**src/rtl/avg_arb_pkg.sv**
```systemverilog
// ----------------------------------------------------------------------------
// avg_arb_pkg : shared FSM encodings, default widths and ring-index helper
// Revision    : 1.0
// ----------------------------------------------------------------------------
`default_nettype none

package avg_arb_pkg;

  typedef enum logic [1:0] {
    ST_IDLE    = 2'd0,
    ST_CAPTURE = 2'd1,
    ST_RELEASE = 2'd2
  } state_t;

  localparam int NUM_REQ_DEF = 4;
  localparam int DW_DEF      = 4;
  localparam int SAMPLES_DEF = 4;
  localparam int LOG2S_DEF   = 2;

  // Folds an index in [0, 2n) back onto the ring [0, n).
  function automatic int rr_wrap(input int idx, input int n);
    return (idx >= n) ? (idx - n) : idx;
  endfunction

endpackage

`default_nettype wire

```
**src/rtl/avg_req_arbiter_if.sv**
```systemverilog
// ----------------------------------------------------------------------------
// avg_req_arbiter_if : producer req/ack/data bundle plus average output
// Revision           : 1.0
// ----------------------------------------------------------------------------
`default_nettype none

interface avg_req_arbiter_if #(
  parameter int NUM_REQ = 4,
  parameter int DW      = 4
);
  localparam int SW = $clog2(NUM_REQ);

  logic [NUM_REQ-1:0]    req;
  logic [NUM_REQ*DW-1:0] data;
  logic [NUM_REQ-1:0]    ack;
  logic                  avg_valid;
  logic [DW-1:0]         avg_data;
  logic [SW-1:0]         avg_src;

  modport master (
    output req, data,
    input  ack, avg_valid, avg_data, avg_src
  );

  modport slave (
    input  req, data,
    output ack, avg_valid, avg_data, avg_src
  );

endinterface

`default_nettype wire

```
**src/rtl/avg_rr_pick.sv**
```systemverilog
// ----------------------------------------------------------------------------
// avg_rr_pick : combinational round-robin picker, search starts at pointer
// Revision    : 1.0
// ----------------------------------------------------------------------------
`default_nettype none

module avg_rr_pick
  import avg_arb_pkg::*;
#(
  parameter int NUM_REQ = NUM_REQ_DEF,
  parameter int SW      = $clog2(NUM_REQ)
) (
  input  logic [NUM_REQ-1:0] req_s,
  input  logic [SW-1:0]      pointer,
  output logic               any_req,
  output logic [SW-1:0]      winner
);

  logic [SW-1:0] idx;

  // Walk the ring from the farthest offset back to the pointer so the
  // closest requester is the last (and therefore final) assignment.
  always_comb begin
    any_req = 1'b0;
    winner  = '0;
    idx     = '0;
    for (int i = NUM_REQ - 1; i >= 0; i--) begin
      idx = SW'(rr_wrap(int'(pointer) + i, NUM_REQ));
      if (req_s[idx]) begin
        any_req = 1'b1;
        winner  = idx;
      end
    end
  end

endmodule

`default_nettype wire

```
**src/rtl/avg_req_arbiter.sv**
```systemverilog
// ----------------------------------------------------------------------------
// avg_req_arbiter : round-robin shares one 4-sample averager among producers
// Revision        : 1.0
// ----------------------------------------------------------------------------
`default_nettype none

module avg_req_arbiter
  import avg_arb_pkg::*;
#(
  parameter int NUM_REQ = NUM_REQ_DEF,
  parameter int DW      = DW_DEF,
  parameter int SAMPLES = SAMPLES_DEF,
  parameter int LOG2S   = LOG2S_DEF
) (
  input  logic              clk_2,
  input  logic              reset_n,
  avg_req_arbiter_if.slave  bus
);

  localparam int SW = $clog2(NUM_REQ);
  localparam int AW = DW + LOG2S;

  logic [1:0]         rst_sync_q, rst_sync_d;
  logic               rst_n_int;

  logic [NUM_REQ-1:0] req_s1_q, req_s1_d;
  logic [NUM_REQ-1:0] req_s_q, req_s_d;

  state_t             state_q, state_d;
  logic [SW-1:0]      gnt_q, gnt_d;
  logic [SW-1:0]      rr_q, rr_d;

  logic [AW-1:0]      acc_q [NUM_REQ];
  logic [AW-1:0]      acc_d [NUM_REQ];
  logic [LOG2S-1:0]   cnt_q [NUM_REQ];
  logic [LOG2S-1:0]   cnt_d [NUM_REQ];

  logic [NUM_REQ-1:0] ack_q, ack_d;
  logic               avg_valid_q, avg_valid_d;
  logic [DW-1:0]      avg_data_q, avg_data_d;
  logic [SW-1:0]      avg_src_q, avg_src_d;

  logic               pick_any;
  logic [SW-1:0]      pick_idx;
  logic [DW-1:0]      sample;
  logic [AW-1:0]      sum;

  // Reset asserts asynchronously but is released two clocks later in step
  // with clk_2, so no flop sees reset removal near an edge.
  always_comb begin
    rst_sync_d = {rst_sync_q[0], 1'b1};
  end

  always_ff @(posedge clk_2 or negedge reset_n) begin
    if (!reset_n) rst_sync_q <= '0;
    else          rst_sync_q <= rst_sync_d;
  end

  assign rst_n_int = rst_sync_q[1];

  avg_rr_pick #(
    .NUM_REQ (NUM_REQ),
    .SW      (SW)
  ) u_pick (
    .req_s   (req_s_q),
    .pointer (rr_q),
    .any_req (pick_any),
    .winner  (pick_idx)
  );

  assign sample = bus.data[int'(gnt_q)*DW +: DW];
  assign sum    = acc_q[gnt_q] + AW'(sample);

  always_comb begin
    req_s1_d    = bus.req;
    req_s_d     = req_s1_q;
    state_d     = state_q;
    gnt_d       = gnt_q;
    rr_d        = rr_q;
    acc_d       = acc_q;
    cnt_d       = cnt_q;
    ack_d       = ack_q;
    avg_valid_d = 1'b0;
    avg_data_d  = avg_data_q;
    avg_src_d   = avg_src_q;

    case (state_q)
      ST_IDLE: begin
        if (pick_any) begin
          gnt_d   = pick_idx;
          state_d = ST_CAPTURE;
        end
      end

      ST_CAPTURE: begin
        ack_d[gnt_q] = 1'b1;
        state_d      = ST_RELEASE;
        if (cnt_q[gnt_q] == LOG2S'(SAMPLES - 1)) begin
          avg_valid_d  = 1'b1;
          avg_data_d   = sum[AW-1:LOG2S];
          avg_src_d    = gnt_q;
          acc_d[gnt_q] = '0;
          cnt_d[gnt_q] = '0;
        end else begin
          acc_d[gnt_q] = sum;
          cnt_d[gnt_q] = cnt_q[gnt_q] + LOG2S'(1);
        end
      end

      ST_RELEASE: begin
        // Ack only drops once the producer's own synchronised req is low.
        if (!req_s_q[gnt_q]) begin
          ack_d[gnt_q] = 1'b0;
          rr_d         = SW'(rr_wrap(int'(gnt_q) + 1, NUM_REQ));
          state_d      = ST_IDLE;
        end
      end

      default: state_d = ST_IDLE;
    endcase
  end

  always_ff @(posedge clk_2 or negedge rst_n_int) begin
    if (!rst_n_int) begin
      req_s1_q    <= '0;
      req_s_q     <= '0;
      state_q     <= ST_IDLE;
      gnt_q       <= '0;
      rr_q        <= '0;
      ack_q       <= '0;
      avg_valid_q <= 1'b0;
      avg_data_q  <= '0;
      avg_src_q   <= '0;
      for (int i = 0; i < NUM_REQ; i++) begin
        acc_q[i] <= '0;
        cnt_q[i] <= '0;
      end
    end else begin
      req_s1_q    <= req_s1_d;
      req_s_q     <= req_s_d;
      state_q     <= state_d;
      gnt_q       <= gnt_d;
      rr_q        <= rr_d;
      ack_q       <= ack_d;
      avg_valid_q <= avg_valid_d;
      avg_data_q  <= avg_data_d;
      avg_src_q   <= avg_src_d;
      acc_q       <= acc_d;
      cnt_q       <= cnt_d;
    end
  end

  assign bus.ack       = ack_q;
  assign bus.avg_valid = avg_valid_q;
  assign bus.avg_data  = avg_data_q;
  assign bus.avg_src   = avg_src_q;

endmodule

`default_nettype wire

```
**src/flat_wrapper.sv**
```systemverilog
// flat-port wrapper written by rule: the top's interface ports become plain ports
module avg_req_arbiter_flat import avg_arb_pkg::*;
#(
  parameter int NUM_REQ = NUM_REQ_DEF,
  parameter int DW      = DW_DEF,
  parameter int SAMPLES = SAMPLES_DEF,
  parameter int LOG2S   = LOG2S_DEF
)
  (clk_2, reset_n, bus_req, bus_data, bus_ack, bus_avg_valid, bus_avg_data, bus_avg_src);
  avg_req_arbiter_if #(.NUM_REQ(NUM_REQ), .DW(DW)) bus_i ();
  input  logic clk_2;
  input  logic reset_n;
  input wire logic [$bits(bus_i.req)-1:0] bus_req;
  input wire logic [$bits(bus_i.data)-1:0] bus_data;
  output wire logic [$bits(bus_i.ack)-1:0] bus_ack;
  output wire logic [$bits(bus_i.avg_valid)-1:0] bus_avg_valid;
  output wire logic [$bits(bus_i.avg_data)-1:0] bus_avg_data;
  output wire logic [$bits(bus_i.avg_src)-1:0] bus_avg_src;
  assign bus_i.req = bus_req;
  assign bus_i.data = bus_data;
  assign bus_ack = bus_i.ack;
  assign bus_avg_valid = bus_i.avg_valid;
  assign bus_avg_data = bus_i.avg_data;
  assign bus_avg_src = bus_i.avg_src;
  avg_req_arbiter #(.NUM_REQ(NUM_REQ), .DW(DW), .SAMPLES(SAMPLES), .LOG2S(LOG2S)) u_core (.clk_2(clk_2), .reset_n(reset_n), .bus(bus_i));
endmodule
```
**config.mk**
```make
export PLATFORM = sky130hd
export DESIGN_NAME = avg_req_arbiter_flat
export DESIGN_NICKNAME = d
export VERILOG_FILES = /design/src/rtl/avg_arb_pkg.sv /design/src/rtl/avg_req_arbiter_if.sv /design/src/rtl/avg_rr_pick.sv /design/src/rtl/avg_req_arbiter.sv /design/src/flat_wrapper.sv
export SDC_FILE = /design/constraint.sdc
export NUM_CORES = 1
export LEC_CHECK = 0
export BUFFER_PORTS_ARGS = -buffer_cell sky130_fd_sc_hd__buf_2
export CAP_MARGIN = 20
export CORE_ASPECT_RATIO = 0.7
export CORE_MARGIN = 1.5
export CORE_UTILIZATION = 25
export DETAILED_ROUTE_END_ITERATION = 16
export PLACE_DENSITY = 0.49
export SLEW_MARGIN = 20
export SYNTH_ARGS = -nofsm -noshare
export SYNTH_HDL_FRONTEND = slang
export SYNTH_SLANG_ARGS = --single-unit
```
**constraint.sdc**
```tcl
create_clock -name clk_2 -period 2.62 [get_ports clk_2]
set_clock_uncertainty 0.1 [all_clocks]
set_input_delay 0.393 -clock clk_2 [delete_from_list [all_inputs] [get_ports clk_2]]
set_output_delay 0.393 -clock clk_2 [all_outputs]
set_load 0.005 [all_outputs]
```
==> results.tsv <==
metric	value	unit
avgSynthCellArea	11.7	sq um
finalCritPeriodShare	0.963	
clock_buffers_created_by_tritoncts	9	
grt_setup_unrepaired	true	
rows	31	
tritoncts	done	
synth_top_area_cell	sky130_fd_sc_hd__dfrtp_1	
finalCriticalPeriod	2.52	ns
final_max_slew_viol_count	0	
antenna_cells_inserted	0	
fmaxAchievable	0.396	GHz
detail_route.vias_per_cell	4.53	
synth.lib_cells_used.distinct	38	
seq_pwr_share	0.303	
yosys_warnings	0	
drt-total-wl	6.27	mm
finish.cell_count_without_fillers	438	
comb_power_share	0.477	
clockBufferDepth	2	
route.vias.total	1983	
start_util	0.261	
setup.worst_path.class	register to register	
worstPathRequired	2.75	ns
ir_drop	0.397	mV
clock_insertion_delay_worst_skew	0.32	ns
finalNetCount	318	
final_layout_size_suffix_gt1_frac	0.317	
die-area	11700	sq um
power.switching	0.00199	W
wl_per_cell	14.3	microns
design_area	3530	sq um
worstMarginPinSlew	0.726	ns
start_kind	register	
result_of_the_run	completed	
final_hold_viol_count	0	
cts_h_tree_depth	3	
gp_congestion	0.791	
grt_pass1_wl	10.5	mm
crit_arrival	2.65	ns
post-route-util	0.335	
crit_path_max_fanout	5	
timing.rr.end	u_core.acc_q[22]	
hold_path.class	input port to register	
reg2reg_path_depth	8	
hpwlAfterDp	4.59	mm
core_area	10600	sq um
synth-edff-count	0	
fin_setup_tns	0	ns
design.portCount	33	
drtPass1Iterations	4	
global_route.overflow_total	0	
nature_of_the_critical_path_endpoint	register	
detail-route-antenna-nets	0	
leakage	1.61	nW
detail_route.iter0.violations	126	
powerDensity	1440	nW/um^2
syn2layout_area_growth	28.2	%
synth_sequential_area_ratio	0.536	
timing.max_cap.violations	0	
start_point_of_the_critical_path	u_core.gnt_q[0]	
finalSetupViolations	0	
mostFrequentLayoutCells	sky130_fd_sc_hd__dfrtp_1, sky130_fd_sc_hd__nand2_1, sky130_fd_sc_hd__buf_2	
yosys.area.top_type_share	0.536	
synth-seq-cells	59	
portBuffers	32	
async_reset_ff_frac	1.00	
ys_top_cells_by_area	sky130_fd_sc_hd__dfrtp_1, sky130_fd_sc_hd__mux4_2, sky130_fd_sc_hd__o21ai_0, sky130_fd_sc_hd__nand2_1, sky130_fd_sc_hd__ha_1	
cts.sink_count	59	
commonest_non_fill_non_tap_cell_in_the_layout	sky130_fd_sc_hd__dfrtp_1	
dp_cells	421	
detail_route.drc_violations	0	
timing.slew.headroom	0.516	
cell_internal_pwr	0.00310	W
grt_antenna_before_repair	0	
setup.reg_to_reg.worst_slack	0.1	ns
syn-num-nets	267	
floorplan.die.width	128	microns
grt_max_degree	58	
path_clk_slew	0.05	ns
ys_dominant_reg_cell	sky130_fd_sc_hd__dfrtp_1	
first_global_vias	1997	
die_height	90.8	microns
syn_area	2760	sq um
p_total	0.00509	W
critical_path.reg2reg.startpoint	u_core.gnt_q[0]	
power.switching_fraction	0.391	
cp-endpoint	u_core.acc_q[22]	
dpl-instance-area	3180	sq um
cts_root_buffer	sky130_fd_sc_hd__clkbuf_16	
p_clk_frac	0.219	
postSynthCellCount	235	
globalRouteTotalUtil	0.118	
routing by layer:
metal  up-vias  GRT usage  wire length, microns
met5         -          0                     0
met2        24      0.161                  2630
met1       997      0.178                  3380
li1        957          -                     -
met3         5     0.0326                   202
met4         0     0.0393                    61
worst max-delay path, stage by stage, from the launching register on:
cell and delay, ns:
sky130_fd_sc_hd__dfrtp_2 0.42, sky130_fd_sc_hd__mux4_1 0.57, sky130_fd_sc_hd__ha_2 0.20, sky130_fd_sc_hd__fa_2 0.35
sky130_fd_sc_hd__a21o_1 0.17, sky130_fd_sc_hd__a21oi_2 0.15, sky130_fd_sc_hd__xor2_1 0.08, sky130_fd_sc_hd__buf_4 0.16
sky130_fd_sc_hd__o31ai_1 0.22
Yosys cell counts (all sizes together) (2+ instances only):
cell / instances
a21oi: 6
or4: 2
mux2i: 2
ha: 9
nand2: 34
nor2: 7
mux2: 3
inv: 7
a31oi: 8
dfrtp: 59
buf: 5
o31ai: 5
xor2: 2
a22o: 4
clkbuf: 6
a2111oi: 3
nand3: 4
mux4: 13
or2: 2
nand3b: 6
nand2b: 5
nand4: 3
o21ai: 28
a21o: 2
area by class of cell:
cell class / instances / area [sq um]
Multi-Input combinational cell: 157 / 1250
Timing Repair Buffer: 51 / 305
Sequential cell: 59 / 1480
Tap cell: 148 / 185
Inverter: 8 / 30.0
Fill cell: 1109 / 7020
Clock buffer: 9 / 225
Clock inverter: 6 / 57.6
power groups by stage:
stage / logic [W] / registers, W / clock network [W]
after floorplan: 0.00157 / 0.00146 / 0
after global placement: 0.00220 / 0.00155 / 0
after detailed placement: 0.00223 / 0.00155 / 0
after CTS: 0.00226 / 0.00155 / 0.00115
after global routing: 0.00272 / 0.00160 / 0.00119
final: 0.00243 / 0.00154 / 0.00112
cell families (layout without fill, tap and decap cells):
| family | after synthesis | in the layout | synth area share |
|---|---|---|---|
| xor+xnor | 3 | 3 | 0.00954 |
| other cells | 1 | 1 | 0.00136 |
| compound gates | 60 | 60 | 0.132 |
| simple gates | 65 | 65 | 0.114 |
| flops | 59 | 59 | 0.536 |
| buf+inv | 19 | 74 | 0.0300 |
| fa+ha+maj | 10 | 10 | 0.0481 |
| mux | 18 | 18 | 0.130 |
registers in the layout (all words and copies together), names as in the netlist, named ones only:
signal and count:
u_core.req_s1_q 4, u_core.cnt_q 8, u_core.state_q 2, u_core.bus.avg_valid 1
u_core.acc_q 24, u_core.rr_q 2, u_core.rst_sync_q 2, u_core.bus.avg_data 4
u_core.req_s_q 4, u_core.bus.avg_src 2, u_core.gnt_q 2
through the flow:
stage,hold WS (ns),setup slack [ns]
after floorplan,-0.00259,0.000989
final,0.0757,0.0964
after global placement,0.0796,-0.0256
after CTS,0.0653,0.0232
after global routing,0.0629,-0.0182
after detailed placement,0.0823,-0.127
how the worst min path moves through the flow:
| stage | cells past startpoint | endpoint | start | slack, ns |
|---|---|---|---|---|
| floorplan | 0 | u_core.rst_sync_q[0] | reset_n | -0.003 |
| global placement | 1 | u_core.rst_sync_q[0] | reset_n | 0.08 |
| detailed placement | 1 | u_core.rst_sync_q[0] | reset_n | 0.08 |
| CTS | 1 | u_core.req_s1_q[2] | bus_req[2] | 0.07 |
| global route | 1 | u_core.req_s1_q[2] | bus_req[2] | 0.06 |
| finish | 1 | u_core.req_s1_q[2] | bus_req[2] | 0.08 |
what timing repair did:
action                     in CTS  in global routing
cloned                          0                  0
hold buffers                    1                  0
pin swaps                       0                  2
setup buffers                   0                  1
resized for setup               2                 12
setup endpoints to repair      10                 12
hold endpoints to repair        2                  0
No activity file was read; power rests on OpenSTA's default activity.
